--- src/rtl/phy_lane_scoreboard_if.sv ---
// -----------------------------------------------------------------------------
// phy_lane_scoreboard_if
// Purpose : bundles the stimulus and result signals of the N-lane PHY
//           scoreboard so the bench and the checker share one port object.
// Modports: master - bench side, drives the i_* signals and observes o_*
//           slave  - scoreboard side, reads i_* and drives o_*
// Signals : i_enable, i_ref_valid/i_ref_data, i_dut_valid/i_dut_data,
//           o_match_cnt, o_mismatch_cnt, o_missing_cnt, o_overflow, o_error,
//           o_first_err_lane/exp/got, o_busy, o_done
//           o_lane_err_cnt only when PHY_SCOREBOARD_LANE_CNT_EN is defined.
// -----------------------------------------------------------------------------
interface phy_lane_scoreboard_if #(
  parameter int NUM_LANES = 4,
  parameter int DATA_W    = 8,
  parameter int CNT_W     = 16
);
  logic                          i_enable;
  logic [NUM_LANES-1:0]          i_ref_valid;
  logic [NUM_LANES*DATA_W-1:0]   i_ref_data;
  logic [NUM_LANES-1:0]          i_dut_valid;
  logic [NUM_LANES*DATA_W-1:0]   i_dut_data;
  logic [CNT_W-1:0]              o_match_cnt;
  logic [CNT_W-1:0]              o_mismatch_cnt;
  logic [CNT_W-1:0]              o_missing_cnt;
  logic [NUM_LANES-1:0]          o_overflow;
  logic                          o_error;
  logic [3:0]                    o_first_err_lane;
  logic [DATA_W-1:0]             o_first_err_exp;
  logic [DATA_W-1:0]             o_first_err_got;
  logic                          o_busy;
  logic                          o_done;
`ifdef PHY_SCOREBOARD_LANE_CNT_EN
  logic [NUM_LANES*CNT_W-1:0]    o_lane_err_cnt;
`endif

  modport master (
    output i_enable, i_ref_valid, i_ref_data, i_dut_valid, i_dut_data,
    input  o_match_cnt, o_mismatch_cnt, o_missing_cnt, o_overflow, o_error,
           o_first_err_lane, o_first_err_exp, o_first_err_got, o_busy, o_done
`ifdef PHY_SCOREBOARD_LANE_CNT_EN
           , o_lane_err_cnt
`endif
  );

  modport slave (
    input  i_enable, i_ref_valid, i_ref_data, i_dut_valid, i_dut_data,
    output o_match_cnt, o_mismatch_cnt, o_missing_cnt, o_overflow, o_error,
           o_first_err_lane, o_first_err_exp, o_first_err_got, o_busy, o_done
`ifdef PHY_SCOREBOARD_LANE_CNT_EN
           , o_lane_err_cnt
`endif
  );
endinterface

--- src/rtl/phy_lane_scoreboard.sv ---
// -----------------------------------------------------------------------------
// phy_lane_scoreboard
// Purpose : N-lane self-checking scoreboard. Reference-model bytes are queued
//           per lane in a DEPTH-entry skew FIFO; each implementation beat on a
//           lane pops the head of that lane's FIFO and compares. Counts
//           matches, mismatches and unmatched leftovers, flags overflow, keeps
//           a sticky error and captures the first failing beat.
// Ports   : clk   - single rising-edge clock
//           reset - synchronous, active-high
//           bus   - phy_lane_scoreboard_if.slave (inputs i_*, results o_*)
// Option  : PHY_SCOREBOARD_LANE_CNT_EN adds per-lane saturating mismatch
//           counters on bus.o_lane_err_cnt (lane i at [i*CNT_W +: CNT_W]).
// -----------------------------------------------------------------------------
module phy_lane_scoreboard #(
  parameter int NUM_LANES = 4,
  parameter int DATA_W    = 8,
  parameter int DEPTH     = 4,
  parameter int CNT_W     = 16,
  parameter int FLUSH_TO  = 64
) (
  input logic                   clk,
  input logic                   reset,
  phy_lane_scoreboard_if.slave  bus
);

  localparam int AW = $clog2(DEPTH);
  localparam int FW = $clog2(FLUSH_TO + 1);

  typedef enum logic [1:0] {S_IDLE, S_RUN, S_FLUSH} state_t;

  state_t               r_state;
  logic [DATA_W-1:0]    r_mem [NUM_LANES][DEPTH];
  logic [AW-1:0]        r_rdPtr [NUM_LANES];
  logic [AW-1:0]        r_wrPtr [NUM_LANES];
  logic [AW:0]          r_count [NUM_LANES];
  logic [CNT_W-1:0]     r_matchCnt;
  logic [CNT_W-1:0]     r_mismatchCnt;
  logic [CNT_W-1:0]     r_missingCnt;
  logic [NUM_LANES-1:0] r_overflow;
  logic                 r_error;
  logic                 r_capValid;
  logic [3:0]           r_firstLane;
  logic [DATA_W-1:0]    r_firstExp;
  logic [DATA_W-1:0]    r_firstGot;
  logic                 r_busy;
  logic                 r_done;
  logic [FW-1:0]        r_flushCnt;

  logic [DATA_W-1:0]    w_refByte [NUM_LANES];
  logic [DATA_W-1:0]    w_dutByte [NUM_LANES];
  logic [DATA_W-1:0]    w_head    [NUM_LANES];
  logic [DATA_W-1:0]    w_exp     [NUM_LANES];
  logic [AW:0]          w_cntNext [NUM_LANES];
  logic [NUM_LANES-1:0] w_empty, w_full, w_pushReq, w_popReq, w_bypass;
  logic [NUM_LANES-1:0] w_fifoPush, w_fifoPop, w_ovf, w_match, w_mis;
  logic [31:0]          w_matchInc, w_misInc, w_missingInc;
  logic                 w_allEmptyNext;
  logic                 w_flushExit;
  logic [3:0]           w_misLane;
  logic [DATA_W-1:0]    w_misExp, w_misGot;

  // Saturating add so a long run pins the counters at all-ones rather than
  // wrapping back to a small, misleading number.
  function automatic logic [CNT_W-1:0] satAdd(input logic [CNT_W-1:0] a,
                                              input logic [31:0] b);
    logic [CNT_W+32:0] s;
    s = {33'd0, a} + {{(CNT_W+1){1'b0}}, b};
    if (s > {33'd0, {CNT_W{1'b1}}}) return {CNT_W{1'b1}};
    return s[CNT_W-1:0];
  endfunction

  // Per-lane datapath. An empty FIFO with a same-cycle ref push is compared
  // directly against the incoming ref byte and never stored. A full FIFO may
  // still accept a push when the same cycle pops, because the pop frees the
  // slot. A dut beat with nothing to compare against is a mismatch with an
  // expected value of zero.
  for (genvar g = 0; g < NUM_LANES; g++) begin : g_lane
    assign w_refByte[g]  = bus.i_ref_data[g*DATA_W +: DATA_W];
    assign w_dutByte[g]  = bus.i_dut_data[g*DATA_W +: DATA_W];
    assign w_head[g]     = r_mem[g][r_rdPtr[g]];
    assign w_empty[g]    = (r_count[g] == '0);
    assign w_full[g]     = (r_count[g] == (AW+1)'(DEPTH));
    assign w_pushReq[g]  = (r_state == S_RUN) && bus.i_ref_valid[g];
    assign w_popReq[g]   = (r_state != S_IDLE) && bus.i_dut_valid[g];
    assign w_bypass[g]   = w_popReq[g] && w_empty[g] && w_pushReq[g];
    assign w_fifoPop[g]  = w_popReq[g] && !w_empty[g];
    assign w_fifoPush[g] = w_pushReq[g] && !w_bypass[g] && (!w_full[g] || w_fifoPop[g]);
    assign w_ovf[g]      = w_pushReq[g] && w_full[g] && !w_popReq[g];
    assign w_exp[g]      = !w_empty[g] ? w_head[g] :
                           (w_bypass[g] ? w_refByte[g] : '0);
    assign w_match[g]    = w_popReq[g] && (!w_empty[g] || w_bypass[g]) &&
                           (w_exp[g] == w_dutByte[g]);
    assign w_mis[g]      = w_popReq[g] && !w_match[g];
    assign w_cntNext[g]  = r_count[g] + (AW+1)'(w_fifoPush[g]) - (AW+1)'(w_fifoPop[g]);
  end

  // Event totals across lanes, flush exit decision, and selection of the
  // lowest mismatching lane (the loop runs downwards so the lowest lane is
  // the last write and wins).
  always_comb begin
    w_matchInc     = '0;
    w_misInc       = '0;
    w_missingInc   = '0;
    w_allEmptyNext = 1'b1;
    w_misLane      = '0;
    w_misExp       = '0;
    w_misGot       = '0;
    for (int i = NUM_LANES - 1; i >= 0; i--) begin
      w_matchInc   = w_matchInc + 32'(w_match[i]);
      w_misInc     = w_misInc + 32'(w_mis[i]);
      w_missingInc = w_missingInc + 32'(w_cntNext[i]);
      if (w_cntNext[i] != '0) w_allEmptyNext = 1'b0;
      if (w_mis[i]) begin
        w_misLane = 4'(i);
        w_misExp  = w_exp[i];
        w_misGot  = w_dutByte[i];
      end
    end
    w_flushExit = (r_state == S_FLUSH) &&
                  (w_allEmptyNext || (r_flushCnt == FW'(FLUSH_TO - 1)));
  end

  // FIFO storage. Data slots carry no reset; only pointers and occupancy
  // decide what is valid.
  always_ff @(posedge clk) begin
    for (int i = 0; i < NUM_LANES; i++) begin
      if (w_fifoPush[i]) r_mem[i][r_wrPtr[i]] <= w_refByte[i];
    end
  end

  // FIFO pointers and occupancy. Leaving FLUSH empties every lane so the
  // next run starts clean; leftovers have already been counted as missing.
  always_ff @(posedge clk) begin
    for (int i = 0; i < NUM_LANES; i++) begin
      if (reset || w_flushExit) begin
        r_rdPtr[i] <= '0;
        r_wrPtr[i] <= '0;
        r_count[i] <= '0;
      end else begin
        if (w_fifoPush[i]) r_wrPtr[i] <= r_wrPtr[i] + AW'(1);
        if (w_fifoPop[i])  r_rdPtr[i] <= r_rdPtr[i] + AW'(1);
        r_count[i] <= w_cntNext[i];
      end
    end
  end

  // Control FSM with registered busy/done plus the result counters, sticky
  // flags and first-failure capture. Reset aborts a run on the spot, so done
  // only ever pulses on a genuine FLUSH to IDLE exit.
  always_ff @(posedge clk) begin
    if (reset) begin
      r_state       <= S_IDLE;
      r_busy        <= 1'b0;
      r_done        <= 1'b0;
      r_flushCnt    <= '0;
      r_matchCnt    <= '0;
      r_mismatchCnt <= '0;
      r_missingCnt  <= '0;
      r_overflow    <= '0;
      r_error       <= 1'b0;
      r_capValid    <= 1'b0;
      r_firstLane   <= '0;
      r_firstExp    <= '0;
      r_firstGot    <= '0;
    end else begin
      r_done <= 1'b0;
      case (r_state)
        S_IDLE: begin
          if (bus.i_enable) begin
            r_state <= S_RUN;
            r_busy  <= 1'b1;
          end
        end
        S_RUN: begin
          if (!bus.i_enable) begin
            r_state    <= S_FLUSH;
            r_flushCnt <= '0;
          end
        end
        S_FLUSH: begin
          r_flushCnt <= r_flushCnt + FW'(1);
          if (w_flushExit) begin
            r_state <= S_IDLE;
            r_busy  <= 1'b0;
            r_done  <= 1'b1;
          end
        end
        default: begin
          r_state <= S_IDLE;
          r_busy  <= 1'b0;
        end
      endcase

      r_matchCnt    <= satAdd(r_matchCnt, w_matchInc);
      r_mismatchCnt <= satAdd(r_mismatchCnt, w_misInc);
      if (w_flushExit) r_missingCnt <= satAdd(r_missingCnt, w_missingInc);
      r_overflow <= r_overflow | w_ovf;

      if ((w_misInc != '0) || (|w_ovf) || (w_flushExit && (w_missingInc != '0)))
        r_error <= 1'b1;

      if (!r_capValid && (|w_mis)) begin
        r_capValid  <= 1'b1;
        r_firstLane <= w_misLane;
        r_firstExp  <= w_misExp;
        r_firstGot  <= w_misGot;
      end
    end
  end

`ifdef PHY_SCOREBOARD_LANE_CNT_EN
  logic [CNT_W-1:0] r_laneErrCnt [NUM_LANES];

  // Optional per-lane mismatch counters, updated on the same edge as the
  // aggregate mismatch counter.
  always_ff @(posedge clk) begin
    for (int i = 0; i < NUM_LANES; i++) begin
      if (reset) r_laneErrCnt[i] <= '0;
      else       r_laneErrCnt[i] <= satAdd(r_laneErrCnt[i], 32'(w_mis[i]));
    end
  end

  for (genvar g = 0; g < NUM_LANES; g++) begin : g_laneCnt
    assign bus.o_lane_err_cnt[g*CNT_W +: CNT_W] = r_laneErrCnt[g];
  end
`endif

  assign bus.o_match_cnt      = r_matchCnt;
  assign bus.o_mismatch_cnt   = r_mismatchCnt;
  assign bus.o_missing_cnt    = r_missingCnt;
  assign bus.o_overflow       = r_overflow;
  assign bus.o_error          = r_error;
  assign bus.o_first_err_lane = r_firstLane;
  assign bus.o_first_err_exp  = r_firstExp;
  assign bus.o_first_err_got  = r_firstGot;
  assign bus.o_busy           = r_busy;
  assign bus.o_done           = r_done;

endmodule

--- src/flat_wrapper.sv ---
// flat-port wrapper written by rule: the top's interface ports become plain ports
module phy_lane_scoreboard_flat 
#(
  parameter int NUM_LANES = 4,
  parameter int DATA_W    = 8,
  parameter int DEPTH     = 4,
  parameter int CNT_W     = 16,
  parameter int FLUSH_TO  = 64
)
  (clk, reset, bus_i_enable, bus_i_ref_valid, bus_i_ref_data, bus_i_dut_valid, bus_i_dut_data, bus_o_match_cnt, bus_o_mismatch_cnt, bus_o_missing_cnt, bus_o_overflow, bus_o_error, bus_o_first_err_lane, bus_o_first_err_exp, bus_o_first_err_got, bus_o_busy, bus_o_done);
  phy_lane_scoreboard_if #(.NUM_LANES(NUM_LANES), .DATA_W(DATA_W), .CNT_W(CNT_W)) bus_i ();
  input logic clk;
  input logic reset;
  input wire logic [$bits(bus_i.i_enable)-1:0] bus_i_enable;
  input wire logic [$bits(bus_i.i_ref_valid)-1:0] bus_i_ref_valid;
  input wire logic [$bits(bus_i.i_ref_data)-1:0] bus_i_ref_data;
  input wire logic [$bits(bus_i.i_dut_valid)-1:0] bus_i_dut_valid;
  input wire logic [$bits(bus_i.i_dut_data)-1:0] bus_i_dut_data;
  output wire logic [$bits(bus_i.o_match_cnt)-1:0] bus_o_match_cnt;
  output wire logic [$bits(bus_i.o_mismatch_cnt)-1:0] bus_o_mismatch_cnt;
  output wire logic [$bits(bus_i.o_missing_cnt)-1:0] bus_o_missing_cnt;
  output wire logic [$bits(bus_i.o_overflow)-1:0] bus_o_overflow;
  output wire logic [$bits(bus_i.o_error)-1:0] bus_o_error;
  output wire logic [$bits(bus_i.o_first_err_lane)-1:0] bus_o_first_err_lane;
  output wire logic [$bits(bus_i.o_first_err_exp)-1:0] bus_o_first_err_exp;
  output wire logic [$bits(bus_i.o_first_err_got)-1:0] bus_o_first_err_got;
  output wire logic [$bits(bus_i.o_busy)-1:0] bus_o_busy;
  output wire logic [$bits(bus_i.o_done)-1:0] bus_o_done;
  assign bus_i.i_enable = bus_i_enable;
  assign bus_i.i_ref_valid = bus_i_ref_valid;
  assign bus_i.i_ref_data = bus_i_ref_data;
  assign bus_i.i_dut_valid = bus_i_dut_valid;
  assign bus_i.i_dut_data = bus_i_dut_data;
  assign bus_o_match_cnt = bus_i.o_match_cnt;
  assign bus_o_mismatch_cnt = bus_i.o_mismatch_cnt;
  assign bus_o_missing_cnt = bus_i.o_missing_cnt;
  assign bus_o_overflow = bus_i.o_overflow;
  assign bus_o_error = bus_i.o_error;
  assign bus_o_first_err_lane = bus_i.o_first_err_lane;
  assign bus_o_first_err_exp = bus_i.o_first_err_exp;
  assign bus_o_first_err_got = bus_i.o_first_err_got;
  assign bus_o_busy = bus_i.o_busy;
  assign bus_o_done = bus_i.o_done;
  phy_lane_scoreboard #(.NUM_LANES(NUM_LANES), .DATA_W(DATA_W), .DEPTH(DEPTH), .CNT_W(CNT_W), .FLUSH_TO(FLUSH_TO)) u_core (.clk(clk), .reset(reset), .bus(bus_i));
endmodule
--- config.mk ---
export PLATFORM = sky130hd
export DESIGN_NAME = phy_lane_scoreboard_flat
export DESIGN_NICKNAME = d
export VERILOG_FILES = /design/src/rtl/phy_lane_scoreboard_if.sv /design/src/rtl/phy_lane_scoreboard.sv /design/src/flat_wrapper.sv
export SDC_FILE = /design/constraint.sdc
export NUM_CORES = 1
export LEC_CHECK = 0
export ABC_CLOCK_PERIOD_IN_PS = 19700
export CAP_MARGIN = 20
export CORE_ASPECT_RATIO = 1.4
export CORE_MARGIN = 2
export CORE_UTILIZATION = 50
export CTS_CLUSTER_SIZE = 28
export DETAILED_ROUTE_END_ITERATION = 7
export PLACE_DENSITY_LB_ADDON = 0.05
export SYNTH_ARGS = -nofsm -noshare
export SYNTH_HDL_FRONTEND = slang
export SYNTH_SLANG_ARGS = --single-unit
--- constraint.sdc ---
create_clock -name clk -period 19.7 [get_ports clk]
set_clock_uncertainty 0.2 [all_clocks]
set_input_delay 1.97 -clock clk [delete_from_list [all_inputs] [get_ports clk]]
set_output_delay 1.97 -clock clk [all_outputs]
set_load 0.03 [all_outputs]
# ---- Word-level counts from Yosys, hierarchy flattened
# Memories as Yosys holds them, arrays and structs flattened.
# Index checks and enable logic that the tools add are counted.
dict set report classes {
  addsub 29
  magnitude_cmp 15
  n_eq_ne 14
  mux 110
  n_bitwise 23
  reduce_logical 107
}
# cell count
set op_table {}
lappend op_table {{$mux 8} 28}
lappend op_table {{$gt 49x16->1 const B} 3}
lappend op_table {{$add 32x1->32} 4}
lappend op_table {{$mux 32} 4}
lappend op_table {{$add 16x32->33} 3}
lappend op_table {{$mux 16} 6}
lappend op_table {{$add 32x3->32} 2}
lappend op_table {{$bmux 8 s2} 4}
lappend op_table {{$demux 8 s2} 4}
lappend op_table {{$reduce_bool 32->1} 2}
lappend op_table {{$logic_and 1x1->1} 55}
lappend op_table {{$mux 1} 41}
lappend op_table {{$eq 8x8->1} 4}
lappend op_table {{$mux 2} 15}
lappend op_table {{$ge 3x3->1 const B} 8}
lappend op_table {{$not 2->3} 8}
lappend op_table {{$logic_not 1->1} 21}
lappend op_table {{$add 2x1->2 const B} 8}
lappend op_table {{$pmux 7 s2} 1}
lappend op_table {{$add 3x1->3} 4}
lappend op_table {{$eq 3x3->1 const B} 4}
lappend op_table {{$logic_not 3->1} 4}
lappend op_table {{$logic_or 1x1->1} 12}
lappend op_table {{$lt 3x1->1 const B} 4}
lappend op_table {{23 further kinds} 49}
dict set report totals {
  reg_bits 85
  mem_bits_rw 156
  input_bits 75
  output_inout_bits 75
  elab_cells 315
  mem_count 4
}
# memory depth word_bits rd rd_clocked_by_memory_dff write_ports line_no
set memory_table {}
lappend memory_table {u_core.r_mem 4 32 4 0 4 phy_lane_scoreboard.sv:32} ;# logic [DATA_W-1:0] r_mem [NUM_LANES][DEPTH];
lappend memory_table {u_core.r_count 4 3 4 0 4 phy_lane_scoreboard.sv:35} ;# logic [AW:0] r_count [NUM_LANES];
lappend memory_table {u_core.r_rdPtr 4 2 4 0 4 phy_lane_scoreboard.sv:33} ;# logic [AW-1:0] r_rdPtr [NUM_LANES];
lappend memory_table {u_core.r_wrPtr 4 2 4 0 4 phy_lane_scoreboard.sv:34} ;# logic [AW-1:0] r_wrPtr [NUM_LANES];

# ---- Logic depth before layout (Yosys ltp)
dict set report logic_depth {
  ltp_word 20
  ltp_mapped 29
  mapped_depth_nobuf 28
}

# ---- Least setup slack after synthesis
# Ideal clock, no wire load.
dict set report synth_path {
  kind {in2reg}
  start {input port bus_i_dut_valid[2]}
  end {register u_core.r_missingCnt[10], in the netlist u_core.bus.o_missing_cnt[10]}
  setup_ps 149
  arrival_time_ps 7142
  t_required_ps 19351
  path_slack_ps 12209
  stages 27
  n_path_buf 1
  path_cell_list {o21ai_0 nand2b_1 inv_1 ha_1 inv_1 ha_1 inv_1 fa_1 xor2_1 xnor2_1 inv_1 ha_1 xor2_1 fa_1 inv_1 fa_1 ha_1 nor2b_1 o21ai_0 a21oi_1 o21a_1 and4_1 a41oi_1 clkbuf_1 a21oi_1 nor2_1 a311oi_1}
}
# item line_no
set synth_rtl {}
lappend synth_rtl {{from (decl)} flat_wrapper.sv:17} ;# input wire logic [$bits(bus_i.i_dut_valid)-1:0] bus_i_dut_valid;
lappend synth_rtl {{to (signal assigned)} phy_lane_scoreboard.sv:196} ;# if (w_flushExit) r_missingCnt <= satAdd(r_missingCnt, w_missingInc);
lappend synth_rtl {{to (decl)} phy_lane_scoreboard.sv:38} ;# logic [CNT_W-1:0] r_missingCnt;

==> flow_summary.yaml <==
logic_synthesis:
  yosysTopAreaCell: "edfxtp_1"
  yosysMostFrequentCell: "edfxtp_1"
  synth_edf_count: 144
  synthTopCellsByCount: "144 x edfxtp_1, 95 x dfxtp_1, 90 x nor2_1"
  ys_warn_count: 0
  yosysSeqAreaShare_pct: 48.7
  synthTopCellsByArea: "edfxtp_1 34%, dfxtp_1 15%, ha_1 4.8%, mux4_2 4.2%, xnor2_1 3.9%"
  synth_ff_type: "edfxtp_1"
  avgSynthCellArea_um2: 11.0
  synth_seq_cells: 239
  netlist_instances: 1159
  yosysUniqueCellTypes: 80
  netlist.area_leader.share_pct: 33.8
  async_flop_share_pct: 0
  synth_area_mm2: 0.0128
hold_path:
  hold_path_class: "register to register"
  min_from: "u_core.bus.o_overflow[2]"
  hold_end: "u_core.bus.o_overflow[2]"
  hold_depth: 2
clock_network:
  cts_setup_buffers: 0
  cts_resized: 0
  cts_max_level: 1
  cts-root-buf: "clkbuf_16"
  cts.path.max_buffers: 3
  cts.sinks: 239
  numCtsBuffers: 25
  cts_tree: "yes"
  ctsHoldBuffers: 0
  clock_latency_ns: 0.52
  cts.clk_slew.worst_paths_ns: 0.06
drt:
  avgRoutedWirePerCell_um: 20.6
  drtAntennaViolNets: 0
  wl_um: 33400
  drt-initial-drc-count: 521
  via_count: 9450
  firstDrtPassIters: 5
  via_per_inst: 5.83
  drc_errors: 0
setup_path:
  reg2reg_to: "u_core.bus.o_missing_cnt[11]"
  arrival_ns: 8.35
  critPathMaxFanout: 11
  rrSetupSlack_ns: 12.25
  cp-end-kind: "register"
  r2r-start: "u_core.r_state[0]"
  reg2regPathDepth: 25
  cp.required_ns: 19.88
  worst_setup_path_start_kind: "input port"
  crit_type: "input port to register"
power_and_ir_drop:
  ir_drop_mv: 0.0651
  p_seq_share_pct: 39.8
  swShare_pct: 32.5
  power_density_mw_per_mm2: 98.1
  comb_power_share_pct: 28.6
  p_switching_w: 0.000486
  intPower_w: 0.00101
  power_leakage_nw: 5.52
  clkPwrFrac_pct: 31.7
timing:
  hold_viol: 0
  tightest_slew_ns: 0.966
  slew_headroom_pct: 35.4
  grt_setup_unrepaired: "no"
  period_needed_ns: 8.17
  setup_violations: 0
  layout_setup_ws_ns: 11.53
  holdWs_ns: 0.271
  finalCritPeriodShare_pct: 41.5
  drv_slew: 0
  fmax_ghz: 0.122
  fin_tns_setup_ns: 0
final_layout:
  antenna-diode-count: 0
  drive_above_1_share_pct: 6.76
  syn_to_final_growth_pct: 19.1
  stdcell_count: 1621
  design_area_mm2: 0.0152
  fillers: 2103
  fin_nets: 1422
global_route:
  grt_pass1_vias: 9401
  grt_antenna_before_repair: 0
  grtUsageTotal_pct: 24.2
  grt_pass1_wl_um: 52000
  grt.overflow.total: 0
  grt_max_degree: 48
run:
  max_cap_viol_count: 0
die:
  dieArea_mm2: 0.0269
  core_mm2: 0.0253
  row_count: 69
  start_util_pct: 50.6
  chipWidth_um: 139
  die_h_um: 193
  io_pins: 150
placed_design:
  gp_congestion: 0.891
  post-place-cells: 1575
  io_buffer_count: 147
  post_dp_cell_area_mm2: 0.0144
  place_hpwl_um: 24700
  preCtsSetupSlack_ns: 10.62
status:
  status: "finished clean"
[cell usage in the layout (no fill, tap or decap), types with 25 or more instances in the layout]
cell | synthesis | final
xnor2_1 | 57 | 57
edfxtp_1 | 144 | 144
clkbuf_16 | 0 | 25
inv_1 | 69 | 69
dfxtp_1 | 95 | 95
nor2_1 | 90 | 90
ha_1 | 49 | 49
nor3_1 | 38 | 37
nand2_1 | 63 | 63
o21ai_0 | 35 | 35
a21oi_1 | 75 | 75
xor2_1 | 30 | 30
nand3_1 | 32 | 32
clkdlybuf4s50_1 | 0 | 146
[worst max-delay path, cell delays in order]
cell,delay [ns]
clkdlybuf4s50_1,0.55
o21ai_0,0.17
nand2b_1,0.25
inv_1,0.11
ha_1,0.23
inv_1,0.06
ha_1,0.14
inv_1,0.05
fa_1,0.37
xor2_1,0.16
xnor2_1,0.25
inv_1,0.08
ha_1,0.30
xor2_1,0.18
fa_1,0.51
inv_1,0.07
fa_1,0.52
ha_1,0.34
nor2b_1,0.15
o21ai_0,0.24
a21oi_1,0.13
o21a_1,0.22
and4_1,0.26
a41oi_1,0.46
buf_4,0.26
inv_1,0.09
nor2_1,0.15
a211oi_1,0.09
[sequential cells by signal, summed over array words and instances (netlist names), 2 cells and up]
name                         flops
u_core.r_count                  12
u_core.bus.o_first_err_got       8
u_core.r_flushCnt                7
u_core.r_wrPtr                   8
u_core.bus.o_missing_cnt        16
u_core.bus.o_first_err_lane      2
u_core.bus.o_mismatch_cnt       16
u_core.bus.o_overflow            4
u_core.bus.o_first_err_exp       8
u_core.r_state                   2
u_core.r_rdPtr                   8
u_core.r_mem                   128
u_core.bus.o_match_cnt          16
[worst max-delay path by stage]
| stage | from | to | slack [ns] |
|---|---|---|---|
| after floorplan | bus_i_dut_valid[2] | u_core.bus.o_missing_cnt[10] | 12.21 |
| after global placement | bus_i_dut_valid[2] | u_core.bus.o_missing_cnt[11] | 10.79 |
| after detailed placement | bus_i_dut_valid[2] | u_core.bus.o_missing_cnt[13] | 10.62 |
| after CTS | bus_i_dut_valid[2] | u_core.bus.o_missing_cnt[11] | 11.13 |
| after global routing | bus_i_dut_valid[2] | u_core.bus.o_missing_cnt[9] | 11.13 |
| final | bus_i_dut_valid[2] | u_core.bus.o_missing_cnt[11] | 11.53 |
[cells by family after synthesis]
kind of cell	synth area share [%]
AOI/OAI and AO/OA	13.2
buffers and inverters	4.52
DFF	48.7
muxes	6.16
and+or+nand+nor	14.5
other	0.0293
xor gates and xnor gates	5.95
adders and majority gates	6.98
[power groups by stage]
stage	clock network (W)	logic [W]	registers, W
after floorplan	0	0.000290	0.000603
final	0.000473	0.000427	0.000595
after CTS	0.000484	0.000425	0.000595
after detailed placement	0	0.000422	0.000605
after global placement	0	0.000417	0.000604
after global routing	0.000503	0.000471	0.000599
[layout make-up]
type | count | area, µm² | share of cell area [%]
Inverter | 71 | 268 | 1.76
Clock inverter | 15 | 155 | 1.02
Timing Repair Buffer | 155 | 1530 | 10.0
Clock buffer | 30 | 664 | 4.36
Tap cell | 319 | 399 | 2.62
Multi-Input combinational cell | 792 | 6000 | 39.4
Sequential cell | 239 | 6230 | 40.9
[layer usage]
| layer | part of all wire [%] | wire length [µm] | global-route usage (%) |
|---|---|---|---|
| met5 | 0 | 0 | 0 |
| met4 | 3.0 | 1000 | 7.97 |
| met3 | 5.5 | 1840 | 3.81 |
| met2 | 50 | 16800 | 43.1 |
| met1 | 41 | 13700 | 30.1 |
[stage by stage]
stage	total power, W	util (%)
6_report	0.00149	60.3
5_1_grt	0.00157	60.3
4_1_cts	0.00150	60.2
3_5_place_dp	0.00103	57.0
3_3_place_gp	0.00102	57.0
2_1_floorplan	0.000893	-
(Power assumes the default switching activity.)
